File: src/rtl/decoder_scan_pkg.sv
// Shared definitions for the decoder_scan block: FSM state encodings and the
// mode-select helper used by the top-level FSM.
package decoder_scan_pkg;

  typedef enum logic [1:0] {
    ST_IDLE   = 2'b00,
    ST_DIRECT = 2'b01,
    ST_SCAN   = 2'b10
  } state_t;

  // State is a pure function of the current enable and mode inputs.
  function automatic state_t next_state(input logic ena, input logic mode);
    if (!ena) begin
      return ST_IDLE;
    end
    return mode ? ST_SCAN : ST_DIRECT;
  endfunction

endpackage

File: src/rtl/decoder_scan_if.sv
// Control/data bundle for decoder_scan: select inputs in, decode outputs back.
interface decoder_scan_if #(
  parameter int unsigned N = 3
);
  localparam int unsigned W = 1 << N;

  logic         ena;
  logic         mode;
  logic         load;
  logic [N-1:0] n;
  logic [W-1:0] e;
  logic [N-1:0] idx;
  logic         wrap;

  modport master (output ena, mode, load, n, input e, idx, wrap);
  modport slave  (input ena, mode, load, n, output e, idx, wrap);

endinterface

File: src/rtl/decoder_scan_tick_div.sv
// Scan prescaler: counts 0..DIV-1 while run is high and flags the last count.
module tick_div #(
  parameter int unsigned DIV = 1
) (
  input  logic clk,
  input  logic clrn,
  input  logic run,
  input  logic clr,
  output logic tick
);

  localparam int unsigned CW = (DIV > 1) ? $clog2(DIV) : 1;
  localparam logic [CW-1:0] LAST = CW'(DIV - 1);

  logic [CW-1:0] r_cnt;

  // Tick is presented in the cycle that holds the last count, so the
  // consumer advances on the same edge that wraps the counter.
  assign tick = run && (r_cnt == LAST);

  always_ff @(posedge clk or negedge clrn) begin
    if (!clrn) begin
      r_cnt <= '0;
    end else if (clr) begin
      r_cnt <= '0;
    end else if (run) begin
      r_cnt <= tick ? '0 : r_cnt + 1'b1;
    end
  end

endmodule

File: src/rtl/decoder_scan.sv
// Registered N-to-2**N decoder with direct-select and auto-scan modes,
// optional active-low outputs and a wrap pulse at the end of each scan.
module decoder_scan
  import decoder_scan_pkg::*;
#(
  parameter int unsigned N           = 3,
  parameter int unsigned DIV         = 1,
  parameter bit          ACTIVE_HIGH = 1'b1
) (
  input  logic           clk,
  input  logic           clrn,
  decoder_scan_if.slave  bus
);

  localparam int unsigned W = 1 << N;
  localparam logic [W-1:0] E_IDLE = ACTIVE_HIGH ? '0 : '1;

  state_t       r_state;
  state_t       w_next;
  logic [N-1:0] r_idx;
  logic [N-1:0] w_idx_nxt;
  logic [W-1:0] r_e;
  logic [W-1:0] w_e_nxt;
  logic [W-1:0] w_dec;
  logic         r_wrap;
  logic         w_wrap_nxt;
  logic         w_entry;
  logic         w_load;
  logic         w_clr;
  logic         w_run;
  logic         w_tick;

  // Entering SCAN or loading restarts the prescaler; otherwise it runs in SCAN.
  always_comb begin
    w_next  = next_state(bus.ena, bus.mode);
    w_entry = (w_next == ST_SCAN) && (r_state != ST_SCAN);
    w_load  = (w_next == ST_SCAN) && bus.load;
    w_clr   = w_entry || w_load;
    w_run   = (w_next == ST_SCAN) && !w_clr;
  end

  tick_div #(
    .DIV (DIV)
  ) u_tick_div (
    .clk  (clk),
    .clrn (clrn),
    .run  (w_run),
    .clr  (w_clr),
    .tick (w_tick)
  );

  always_comb begin
    w_idx_nxt  = r_idx;
    w_wrap_nxt = 1'b0;
    case (w_next)
      ST_DIRECT: w_idx_nxt = bus.n;
      ST_SCAN: begin
        if (w_load) begin
          w_idx_nxt = bus.n;
        end else if (w_tick) begin
          w_idx_nxt  = r_idx + 1'b1;
          w_wrap_nxt = (r_idx == '1);
        end
      end
      default: w_idx_nxt = r_idx;
    endcase
  end

  // Generic one-hot decode of the index about to be presented.
  always_comb begin
    w_dec = '0;
    for (int unsigned i = 0; i < W; i++) begin
      w_dec[i] = (w_idx_nxt == N'(i));
    end
    if (w_next == ST_IDLE) begin
      w_e_nxt = E_IDLE;
    end else begin
      w_e_nxt = ACTIVE_HIGH ? w_dec : ~w_dec;
    end
  end

  always_ff @(posedge clk or negedge clrn) begin
    if (!clrn) begin
      r_state <= ST_IDLE;
      r_idx   <= '0;
      r_e     <= E_IDLE;
      r_wrap  <= 1'b0;
    end else begin
      r_state <= w_next;
      r_idx   <= w_idx_nxt;
      r_e     <= w_e_nxt;
      r_wrap  <= w_wrap_nxt;
    end
  end

  assign bus.e    = r_e;
  assign bus.idx  = r_idx;
  assign bus.wrap = r_wrap;

endmodule

File: src/flat_wrapper.sv
// flat-port wrapper written by rule: the top's interface ports become plain ports
module decoder_scan_flat import decoder_scan_pkg::*;
#(
  parameter int unsigned N           = 3,
  parameter int unsigned DIV         = 1,
  parameter bit          ACTIVE_HIGH = 1'b1
)
  (clk, clrn, bus_ena, bus_mode, bus_load, bus_n, bus_e, bus_idx, bus_wrap);
  decoder_scan_if #(.N(N)) bus_i ();
  input  logic clk;
  input  logic clrn;
  input wire logic [$bits(bus_i.ena)-1:0] bus_ena;
  input wire logic [$bits(bus_i.mode)-1:0] bus_mode;
  input wire logic [$bits(bus_i.load)-1:0] bus_load;
  input wire logic [$bits(bus_i.n)-1:0] bus_n;
  output wire logic [$bits(bus_i.e)-1:0] bus_e;
  output wire logic [$bits(bus_i.idx)-1:0] bus_idx;
  output wire logic [$bits(bus_i.wrap)-1:0] bus_wrap;
  assign bus_i.ena = bus_ena;
  assign bus_i.mode = bus_mode;
  assign bus_i.load = bus_load;
  assign bus_i.n = bus_n;
  assign bus_e = bus_i.e;
  assign bus_idx = bus_i.idx;
  assign bus_wrap = bus_i.wrap;
  decoder_scan #(.N(N), .DIV(DIV), .ACTIVE_HIGH(ACTIVE_HIGH)) u_core (.clk(clk), .clrn(clrn), .bus(bus_i));
endmodule
File: config.mk
export PLATFORM = sky130hd
export DESIGN_NAME = decoder_scan_flat
export DESIGN_NICKNAME = d
export VERILOG_FILES = /design/src/rtl/decoder_scan_pkg.sv /design/src/rtl/decoder_scan_if.sv /design/src/rtl/decoder_scan_tick_div.sv /design/src/rtl/decoder_scan.sv /design/src/flat_wrapper.sv
export SDC_FILE = /design/constraint.sdc
export NUM_CORES = 1
export LEC_CHECK = 0
export CAP_MARGIN = 10
export CORE_MARGIN = 1.5
export CORE_UTILIZATION = 49
export DETAILED_ROUTE_END_ITERATION = 8
export PLACE_DENSITY_LB_ADDON = 0.25
export SLEW_MARGIN = 0
export SYNTH_ARGS = -nofsm -noshare
export SYNTH_HDL_FRONTEND = slang
export SYNTH_SLANG_ARGS = --single-unit
File: constraint.sdc
create_clock -name clk -period 4.6 [get_ports clk]
set_input_delay 0.46 -clock clk [delete_from_list [all_inputs] [get_ports clk]]
set_output_delay 0.46 -clock clk [all_outputs]
set_load 0.01 [all_outputs]
==> results.txt <==
The run finished with clean final reports. The delay of the slowest critical-path stage is roughly 0.58 ns. The number of gates given a new drive strength after cts is 0. Leaving out fill and tap cells, the most frequent cell in the layout is clkdlybuf4s50_1.

The count of final hold-check violations came out at 0. The count of hold buffers inserted by post-cts repair is 0. The maximum buffer depth of the clock tree came out at 2.

The power density over the cells came out at between 200 and 300 nW/µm². The relative contribution of the clock network to total power came out at between 20% and 30%. The final core utilization came out at between 70 and 80%.

For the worst setup path, the data arrival time is ~2.2 ns. The final critical path time including I/O delays and setup is about 2 ns. The overall die area came out at about 1800 µm².

Measured in cells, the most critical reg-to-reg path has a length of 5. Counting instances, the worst hold path has a depth of 1. The path with the worst hold slack has its endpoint at u_core.u_tick_div.r_cnt.

The number of global-route vias before repair was around 570. The largest voltage drop on the vdd net is around 0.00016 V. The number of setup buffers added after CTS came out at 0. The top cell type by area accounts for ~50% of the synthesized area. The first global-routing pass estimated between 2000 and 3000 µm of wire. The pin count of the biggest net entering global routing came out at 16. In the layout the commonest cells are clkdlybuf4s50_1, dfrtp_1, nor3_1, inv_1, nor2_1. The critical path is of the in -> reg type.

The combined area of the multi-input logic cells is 342 µm². Across all register-to-register paths, the minimum setup slack is between 2 and 3 ns. The root buffer cell is clkbuf_4.

The DRC violation total after the first TritonRoute iteration is 30. Relative to the synthesized area, the layout overhead comes to 28.8%. Wire segments on met3 add up to approximately 76 µm in the final route. The number of distinct library cells after synthesis is 32. The per-cell routed wire length is 15.6 µm. The compound-gate portion of the synthesized area is between 10 and 15%. The critical path goes through clkdlybuf4s50_1 > nor2b_1 > a21boi_0 > o211ai_1 > nor3_1. The switching share of total power is about 28%. For this run, the top clock speed supported by timing is approximately 0.49 GHz. The Yosys step of the flow raised 0 warnings. The proportion of layout cells with a drive suffix above 1 came out at ~13%. The final count of pins violating max slew came out at 0. The xor and xnor area share after synthesis came out at roughly 1.2%. For this run, the register share of the synthesized area comes to roughly 50%.

The via total after detailed routing came out at between 600 and 700. By area, the combinational part of the netlist is dominated by simple AND/OR/NAND/NOR gates. The met1 layer wirelength in the final routing is around 700 µm. The mux share of post-synthesis cell area is 1.50%.

The uppermost signal routing layer after detailed routing is met4. The design area came out at a little under 1000 µm². The core footprint is 1370 µm².

Once detail routing completed, the nets flagged for antenna violations numbered 0. The post-detailed-placement cell area is roughly 940 µm². The routed wire length on met2 is between 800 and 900 µm. The count of flip-flops with a built-in enable after synthesis is 0. The number of failing setup endpoints in the final timing report is 0. The setup TNS after final layout is 0 ns. Synthesis produced a netlist with a net count of 77. The maximum fanout count along the critical path is 9. At the worst endpoint, the required time is roughly 4.8 ns. The worst relative slew slack is a little under three fifths. The synthesis-stage register bit count is 15. In the routed layout, each cell is associated on average with a via count of about 6.

The combinational share of power is 23.3%. The cell count after synthesis came out at between 60 and 70. In this run the number of H-tree levels came out at 1. Cell internal power was estimated by the tool at 206 µW. Measured along the y axis, the die boundary spans roughly 42 µm. The number of sinks driven by the clock tree came out at 15. The critical register-to-register path startpoint is u_core.bus.idx[0]. The netlist area before placement is roughly 750 µm². The adder-cell share of the synthesized area came out at 3.33%. Of the total synthesized cell area, the portion taken by AND, OR, NAND and NOR gates is around 25%. The placement-stage worst setup slack came out at approximately 2.3 ns. The launching element type of the critical path is an input port. The CTS tree is built. The number of I/O pins came out at 20. The average footprint of a synthesized cell is about 11 µm². After synthesis, the share of flip-flops with an asynchronous set or reset is between 90% and 100%. The total wire length after detailed routing is ~1600 µm.

The last weighted congestion value of the routability-driven placer is 0.856. Sorting the synthesized cells by area gives the leading types as dfrtp_1, nor3_1, ha_1, nor4b_4, o31ai_4. The setup slack of the critical path after layout is ~2.5 ns.

The main flop type after synthesis is dfrtp_1. Setup repair after global routing left no endpoint under its margin. The tool flagged a number of max-cap violations equal to 0. Registers are responsible for just over 50% of the overall power. The placed wire-length estimate came out at 1240 µm. The number of antenna violations at the first check in global routing came out at 0. The endpoint identified for the worst register-to-register timing path is u_core.bus.e[4]. The floorplan has 13 rows. The path class of the tightest hold or removal check is reg -> reg. The actual transition at the worst max-transition pin is roughly 0.64 ns. The number of CTS-inserted buffers is 3. 0 antenna diodes ended up in the layout. Global routing used 21.3% of the available tracks. The startpoint identified for the worst hold timing path is u_core.u_tick_div.r_cnt. Dividing the final minimum period by the clock period gives 44.7%.

The count of buffers added on input and output ports is 19. For this run, the post-layout net count is just under 100. The area used by sequential logic in the layout came out at 375 µm². Summed over all cells, the static leakage comes to roughly 0.00042 µW. The maximum clock skew at final layout came out at 0.00343 ns.

The worst setup path is captured at a flop. The net load switching power is 80.6 µW. The synthesized design spends more area on one cell type than any other, namely dfrtp_1.

The iteration count of the initial detailed-routing pass is 4. The cell with the biggest individual delay on the critical path is clkdlybuf4s50_1. The floorplan step set the die width to about 42 µm. The clock reaches the later pin of the worst-skew pair after 0.28 ns. The initial utilization of the core area, before any placement, comes to 54.9%. The clock transition at the register clock pins on the worst setup and hold paths after CTS is about 0.08 ns.

The final-layout fill cell count is roughly 120. The final global-route overflow total came out at 0. The DRC violation count after routing came out at 0.
==> per-layer routing <==
layer	up-vias	GRT usage [%]
met3	4	3.88
li1	288	-
met2	27	35.9
met5	-	0
met4	0	9.38
met1	307	26.7
==> synthesized netlist by cell type, drive strengths merged (2+ instances only) <==
library cell and n:
nand2 2, ha 2, nor3 7, nor2b 2, buf 2, a21o 2, dfrtp 15, nor4b 3
inv 4, o31ai 3, a21oi 3, nor2 4, nor4 2, o21ai 3
==> power groups by stage <==
stage	registers, µW	clock network (µW)	logic (µW)
6_report	146	73.7	66.8
5_1_grt	147	81.6	71.9
2_1_floorplan	151	0	33.5
4_1_cts	146	74.1	66.0
3_3_place_gp	148	0	64.1
3_5_place_dp	149	0	65.3
==> final cells by class <==
cell class / instances / area share [%]
Sequential cell: 15 / 38.8
Multi-Input combinational cell: 46 / 35.3
Timing Repair Buffer: 19 / 19.7
Clock buffer: 4 / 2.72
Tap cell: 15 / 1.94
Inverter: 4 / 1.55
==> worst max-delay path, delay by kind of cell <==
family                 cells  cell delay (ns)
AO/OA/AOI/OAI              2             0.53
buffers and inverters      1             0.58
AND/OR/NAND/NOR            2             0.62
==> kinds of logic (layout without fill, tap and decap cells) <==
kind of cell	count (synthesis)	count (layout)
muxes	1	1
buffers and inverters	6	27
AOI/OAI and AO/OA	14	14
xor gates and xnor gates	1	1
and+or+nand+nor	28	28
adders and majority gates	2	2
DFF	15	15
==> stage by stage <==
step                total power [µW]  instances  hold WS [ns]
CTS                              286        103         0.553
global placement                 212         99         0.518
finish                           287        103         0.549
global route                     301        103         0.590
detailed placement               214         99         0.537
floorplan                        184         67         0.164
==> flip-flops by register name, indices dropped and copies added (netlist names) <==
signal	cells
u_core.bus.wrap	1
u_core.bus.e	8
u_core.r_state	2
u_core.u_tick_div.r_cnt	1
u_core.bus.idx	3
==> how the worst max path moves through the flow <==
stage / cells past startpoint / startpoint / end / slack [ns]
CTS: 5 / bus_load / u_core.bus.e[7] / 2.60
global route: 5 / bus_ena / u_core.bus.e[5] / 2.39
detailed placement: 5 / bus_load / u_core.bus.e[7] / 2.31
floorplan: 5 / u_core.bus.idx[0] / u_core.bus.e[4] / 2.93
finish: 5 / bus_load / u_core.bus.e[7] / 2.54
global placement: 5 / bus_ena / u_core.bus.e[5] / 2.31
Power figures use the tool's default switching activity.
